## src/rtl/countdown_sched_pkg.sv

```systemverilog
`default_nettype none
// ============================================================================
// Module   : countdown_sched_pkg
// Brief    : Shared types and constants for the countdown scheduler.
// Revision : 1.0 - initial release
// ============================================================================
package countdown_sched_pkg;

    // Width of the shared load/count-down counter and of each delay field.
    localparam int CW_DEFAULT = 3;

    // Scheduler states; encodings are fixed so the state is readable on a bus.
    typedef enum logic [1:0] {
        IDLE  = 2'd0,
        LOAD  = 2'd1,
        COUNT = 2'd2,
        ACK   = 2'd3
    } state_t;

endpackage : countdown_sched_pkg
`default_nettype wire

```

## src/rtl/countdown_sched_rr_arbiter.sv

```systemverilog
`default_nettype none
// ============================================================================
// Module   : rr_arbiter
// Brief    : Combinational round-robin picker. Returns the first asserted
//            request at or after the pointer, wrapping around.
// Revision : 1.0 - initial release
// ============================================================================
module rr_arbiter #(
    parameter  int NUM_REQ = 4,
    localparam int IDW     = $clog2(NUM_REQ)
) (
    input  logic [NUM_REQ-1:0] req,
    input  logic [IDW-1:0]     ptr,
    output logic [IDW-1:0]     grant,
    output logic               valid
);

    // Scan from the farthest offset back to the pointer so the nearest
    // asserted request (smallest offset from the pointer) is the last written.
    always_comb begin
        grant = '0;
        valid = 1'b0;
        for (int i = NUM_REQ - 1; i >= 0; i--) begin
            automatic int idx = (int'(ptr) + i) % NUM_REQ;
            if (req[idx]) begin
                grant = IDW'(idx);
                valid = 1'b1;
            end
        end
    end

endmodule : rr_arbiter
`default_nettype wire

```

## src/rtl/countdown_sched.sv

```systemverilog
`default_nettype none
// ============================================================================
// Module   : countdown_sched
// Brief    : Round-robin scheduler sharing one load/count-down counter among
//            NUM_REQ requesters. Grants a requester, loads its delay into the
//            counter, counts until done, then pulses that requester's ack.
//            Optional macro COUNTDOWN_SCHED_PAUSE_EN adds a pause input that
//            freezes counting while in COUNT.
// Revision : 1.0 - initial release
// ============================================================================
module countdown_sched
    import countdown_sched_pkg::*;
#(
    parameter  int NUM_REQ = 4,
    parameter  int CW      = CW_DEFAULT,
    localparam int IDW     = $clog2(NUM_REQ)
) (
    input  logic                  clk,
    input  logic                  reset_n,
    input  logic [NUM_REQ-1:0]    req,
    input  logic [NUM_REQ*CW-1:0] req_delay,
    output logic [NUM_REQ-1:0]    ack,
    output logic                  busy,
    output logic [IDW-1:0]        grant_id,
    output logic                  ctr_load,
    output logic [CW-1:0]         ctr_count_to,
    output logic                  ctr_count_en,
`ifdef COUNTDOWN_SCHED_PAUSE_EN
    input  logic                  pause,
`endif
    input  logic                  ctr_done
);

    state_t               state_q;
    logic [IDW-1:0]       ptr_q;
    logic [IDW-1:0]       ptr_d;
    logic [IDW-1:0]       grant_q;
    logic [CW-1:0]        count_to_q;
    logic                 load_q;
    logic                 busy_q;
    logic [NUM_REQ-1:0]   ack_q;

    logic [IDW-1:0]       arb_grant;
    logic                 arb_valid;
    logic [CW-1:0]        sel_delay;
    logic                 count_hold;

    rr_arbiter #(
        .NUM_REQ (NUM_REQ)
    ) u_rr_arbiter (
        .req   (req),
        .ptr   (ptr_q),
        .grant (arb_grant),
        .valid (arb_valid)
    );

    assign sel_delay = req_delay[int'(arb_grant)*CW +: CW];

`ifdef COUNTDOWN_SCHED_PAUSE_EN
    assign count_hold = pause;
`else
    assign count_hold = 1'b0;
`endif

    // Pointer moves to the slot just past the winner, wrapping at the top.
    always_comb begin
        if (arb_grant == IDW'(NUM_REQ - 1)) begin
            ptr_d = '0;
        end else begin
            ptr_d = arb_grant + 1'b1;
        end
    end

    // Count enable is combinational so the counter stops on the very cycle
    // it reports done; a stale done outside COUNT is ignored.
    always_comb begin
        ctr_count_en = (state_q == COUNT) && !ctr_done && !count_hold;
    end

    // Scheduler FSM with registered load/ack/busy/grant outputs.
    always_ff @(posedge clk or negedge reset_n) begin
        if (!reset_n) begin
            state_q    <= IDLE;
            ptr_q      <= '0;
            grant_q    <= '0;
            count_to_q <= '0;
            load_q     <= 1'b0;
            busy_q     <= 1'b0;
            ack_q      <= '0;
        end else begin
            load_q <= 1'b0;
            ack_q  <= '0;
            case (state_q)
                IDLE: begin
                    if (arb_valid) begin
                        grant_q    <= arb_grant;
                        count_to_q <= sel_delay;
                        ptr_q      <= ptr_d;
                        load_q     <= 1'b1;
                        busy_q     <= 1'b1;
                        state_q    <= LOAD;
                    end
                end
                LOAD: begin
                    state_q <= COUNT;
                end
                COUNT: begin
                    if (ctr_done && !count_hold) begin
                        ack_q   <= {{(NUM_REQ-1){1'b0}}, 1'b1} << grant_q;
                        state_q <= ACK;
                    end
                end
                ACK: begin
                    busy_q  <= 1'b0;
                    state_q <= IDLE;
                end
                default: begin
                    state_q <= IDLE;
                end
            endcase
        end
    end

    assign ack          = ack_q;
    assign busy         = busy_q;
    assign grant_id     = grant_q;
    assign ctr_load     = load_q;
    assign ctr_count_to = count_to_q;

endmodule : countdown_sched
`default_nettype wire

```

## config.mk

```make
export PLATFORM = sky130hd
export DESIGN_NAME = countdown_sched
export DESIGN_NICKNAME = d
export VERILOG_FILES = /design/src/rtl/countdown_sched_pkg.sv /design/src/rtl/countdown_sched_rr_arbiter.sv /design/src/rtl/countdown_sched.sv
export SDC_FILE = /design/constraint.sdc
export NUM_CORES = 1
export LEC_CHECK = 0
export CAP_MARGIN = 30
export CORE_ASPECT_RATIO = 0.9
export CORE_MARGIN = 4
export CORE_UTILIZATION = 45
export DETAILED_ROUTE_END_ITERATION = 16
export PLACE_DENSITY = 0.82
export SLEW_MARGIN = 20
export SYNTH_ARGS = -nofsm -noshare
export SYNTH_HDL_FRONTEND = slang
export SYNTH_SLANG_ARGS = --single-unit
```

## constraint.sdc

```tcl
create_clock -name clk -period 4.9 [get_ports clk]
set_clock_uncertainty 0.15 [all_clocks]
set_input_delay 0.98 -clock clk [delete_from_list [all_inputs] [get_ports clk]]
set_output_delay 0.98 -clock clk [all_outputs]
set_load 0.05 [all_outputs]
```

== After elaboration in Yosys (flattened, before gate mapping) ==
Index checks and enable logic that the tools add are counted.
Word-level totals
  flip-flop bits (word level): 15
  logic and storage cells: 66
  output and inout bits: 12
  input port bits: 19
Cells by class
  shift operators: 2
  multiplexer cells: 29
  eq/ne operators: 6
  reductions and logical operators: 10
  $mul: 1
  bitwise operators: 3
  $add $sub $neg: 4
  $lt $le $gt $ge: 4
Operator list (count)
  $mux W1: 14
  $mux W2: 7
  $lt A3 B4 Y1 const B: 3
  $shiftx A12 B5 Y3: 1
  $bmux W1 S2: 4
  $mux W4: 2
  $pmux W2 S4: 1
  $eq A2 B2 Y1 const B: 3
  $reduce_and A2 Y1: 3
  $reduce_or A2 Y1: 3
  $add A2 B1 Y2 const B: 2
  $add A2 B2 Y2 const B: 2
  $mul A2 B2 Y4 const B: 1
  $ne A2 B2 Y1 const B: 2
  $shl A1 B2 Y4 const A: 1
  $and A1 B1 Y1 const A: 3
  $lt A2 B3 Y1 const B: 1
  $eq A2 B1 Y1 const B: 1
  $logic_not A2 Y1: 1
  $pmux W1 S2: 1
  $reduce_bool A2 Y1: 1
  $logic_and A1 B1 Y1: 1
  $logic_not A1 Y1: 1

== Depth between registers and ports, before layout ==
  depth in word-level cells: 12
  depth in mapped cells: 6
  gate-level depth less buffers: 6

== Cells and area by module ==
A second synthesis with hierarchy kept.
Second synthesis, totals
  cell total of the unflattened synthesis: 64
  area, all modules: 777.0 um^2
Modules (own cells, without submodules)
  countdown_sched: area each 699.4 um^2, times used 1, cells an instance 51, seq. area each 375.4 um^2
  rr_arbiter: area each 77.6 um^2, times used 1, cells an instance 13, seq. area each 0.0 um^2

== Worst setup path before layout ==
No wires, ideal clock.
  path type: input-to-output
  start point: input port ctr_done
  end point: output port ctr_count_en
  buffers on the path: 0
  setup slack: 2069 ps
  stages on the path: 1
  arrival time: 1701 ps
  data required time: 3770 ps
  cells stage by stage: nor2b_1
On the way
  longest elaborated chain between the ends: 2
Ends and longest elaborated chain
  from (decl): line countdown_sched.sv:31  | input logic ctr_done
  $logic_not A1 Y1: line countdown_sched.sv:77  | ctr_count_en = (state_q == COUNT) && !ctr_done && !count_hold;
  $logic_and A1 B1 Y1: line countdown_sched.sv:77
  to (decl): line countdown_sched.sv:27  | output logic ctr_count_en,
Every way passes these cells.

== Final worst setup path ==
Same ends and word-level chain as after synthesis.

==> run summary <==
asr flop ratio synth -> 100.0%
internal cell power -> 356.1 uW
DRT Pass-1 Iters -> 4
Max-Cap Viols -> 0
fin crit share -> 73.39%
CP arrival -> 2.47 ns
kind of critical path -> primary input to output port
status -> complete, no violations
total track usage -> 17.25%
fin crit period -> 3.596 ns
layout cells sized above 1 -> 7.965%
hpwl dp -> 1477 um
CTS Buffer Depth -> 2
Setup crit end kind -> output port
cts repair resizes -> 0
worst skew pair latency -> 0.28 ns
Logic pwr share -> 59.3%
CTS tree -> done
cell count after synthesis -> 79
core area -> 1682 um^2
synth unique cells -> 27
worst slew pin tran -> 0.6810 ns
Yosys warning count -> 0
register area share after synthesis -> 46.73%
via count -> 720
cts bufs inserted -> 3
sequential share of power -> 30.5%
gpl congestion -> 0.7142
Leakage -> 0.0005048 uW
Placed Instances -> 133
most common cell after layout, fill and taps aside -> clkdlybuf4s50_1
CTS Root Buffer Type -> clkbuf_4
CTS Hold Bufs -> 0
count of final setup violators -> 0
total power -> 697.3 uW
Critical Path RT -> 3.77 ns
Cell Rows -> 14
DRC violation count after routing -> 0
PwrDens -> 600.5 nW/um^2
syn avg cell area -> 10.17 um^2
Worst slew margin -> 54.46%
CTS Sinks -> 15
n_diodes -> 0
upper clock frequency limit -> 0.2781 GHz
Synth Net Count -> 102
first-pass GRT wire length -> 3118 um
commonest cells after routing, fill and taps aside -> clkdlybuf4s50_1 (30), dfrtp_1 (15), nor2_1 (8)
Hold Fails Final Rpt -> 0
number of synthesized register bits -> 15
Syn-to-layout area delta -> 44.55%
Initial Util -> 47.77%
worst hold path type -> register to register
fin. max-slew vios -> 0
total grt overflow -> 0
synthesized cell area -> 803.3 um^2
Avg WL per Cell -> 13.74 um
P_sw -> 341.2 uW
drt total wl -> 1882 um
Worst Setup Start Kind -> primary input
Max VDD drop -> 267.3 uV
TNS Setup -> 0 ns
Die Width -> 52.54 um
final non-filler cell total -> 137
input/output buffers -> 30
largest net degree at the start of global routing -> 16
initial DRC count -> 6
vias in the first global route -> 732
die extent in y -> 48.08 um
setup bufs post-CTS -> 0
initial antenna violation count -> 0
die area -> 2526 um^2
Sw Ratio -> 48.92%
routed vias/inst -> 5.255
CP max FO -> 3
CTS clk-pin slew, worst paths -> 0.09 ns
final net count -> 137
IO Count -> 31
Post-synth EDFFs -> 0
RSZ-0062 raised after global routing -> false
Main synth FF type -> dfrtp_1
ANT nets after route -> 0
clock group share of total power -> 10.2%
H-Tree Level Count -> 1
## per-stage QoR
step	area (um^2)	hold slack, ns	setup WS, ns	util (%)
floorplan	803.3	0.3601	2.069	-
global placement	1134	0.3444	1.381	67.41
detailed placement	1134	0.3653	1.326	67.41
CTS	1161	0.3789	1.318	69.05
global route	1161	0.4045	1.247	69.05
finish	1161	0.3722	1.304	69.05
## power groups by stage
| stage | combinational, uW | sequential, uW | clock (uW) |
|---|---|---|---|
| floorplan | 178 | 319 | 0 |
| global placement | 399 | 212 | 0 |
| detailed placement | 414 | 215 | 0 |
| CTS | 416 | 212 | 71.8 |
| global route | 455 | 220 | 77.7 |
| finish | 414 | 212 | 71.0 |
## layout make-up
| cell class | count | area (um^2) |
|---|---|---|
| Clock inverter | 1 | 5.005 |
| Inverter | 6 | 25.02 |
| Fill cell | 146 | 520.5 |
| Clock buffer | 3 | 22.52 |
| Timing Repair Buffer | 30 | 300.3 |
| Tap cell | 24 | 30.03 |
| Sequential cell | 15 | 375.4 |
| Multi-Input combinational cell | 58 | 402.9 |
## cell families (layout without fill, tap and decap cells)
family / Yosys count / in the layout / synth area share [%]
compound gates: 23 / 23 / 19.78
fa+ha+maj: 4 / 4 / 6.231
xor+xnor: 1 / 1 / 1.091
simple gates: 26 / 26 / 18.07
buf+inv: 6 / 40 / 3.116
mux: 4 / 4 / 4.985
flops: 15 / 15 / 46.73
## worst paths after layout
path	slack (ns)	depth (start not counted)	end	from
hold / removal	0.37	1	ack[2]	grant_id[0]
setup reg to reg	3.03	5	ctr_count_to[0]	ptr_q[1]
setup / recovery	1.30	3	ctr_count_en	ctr_done
max in group asynchronous	3.21	1	grant_id[0]	reset_n
min in group asynchronous	0.95	1	ack[2]	reset_n
hold reg to reg	0.37	1	ack[2]	grant_id[0]
## layer usage
layer / share of wire [%] / GRT usage [%] / vias up
met4: 2.5 / 7.653 / 0
met3: 6.3 / 1.869 / 6
met2: 53 / 34.16 / 31
met1: 38 / 18.83 / 330
li1: - / - / 353
met5: 0 / 0 / -
## state kept, by name, indices dropped and copies added, names as in the netlist
| register | flops |
|---|---|
| grant_id | 2 |
| busy | 1 |
| ctr_count_to | 3 |
| ack | 4 |
| ptr_q | 2 |
| state_q | 2 |
| ctr_load | 1 |
## synthesized netlist by cell type (all sizes together) (2+ instances only)
library cell	instances	area share (%)
a21boi	3	2.8
dfrtp	15	47
o21ai	4	2.5
a21oi	5	3.6
mux2i	4	5.0
a211oi	4	3.7
ha	4	6.2
a2111oi	3	3.3
nor2	8	3.7
inv	6	3.1
nor3	2	1.2
a21o	2	1.9
and2	2	1.9
nand2	8	5.8
## critical path: stages
cell	delay, ns
clkdlybuf4s50_1	0.45
nor2b_1	0.20
clkdlybuf4s50_1	0.83
Power figures use the tool's default switching activity.
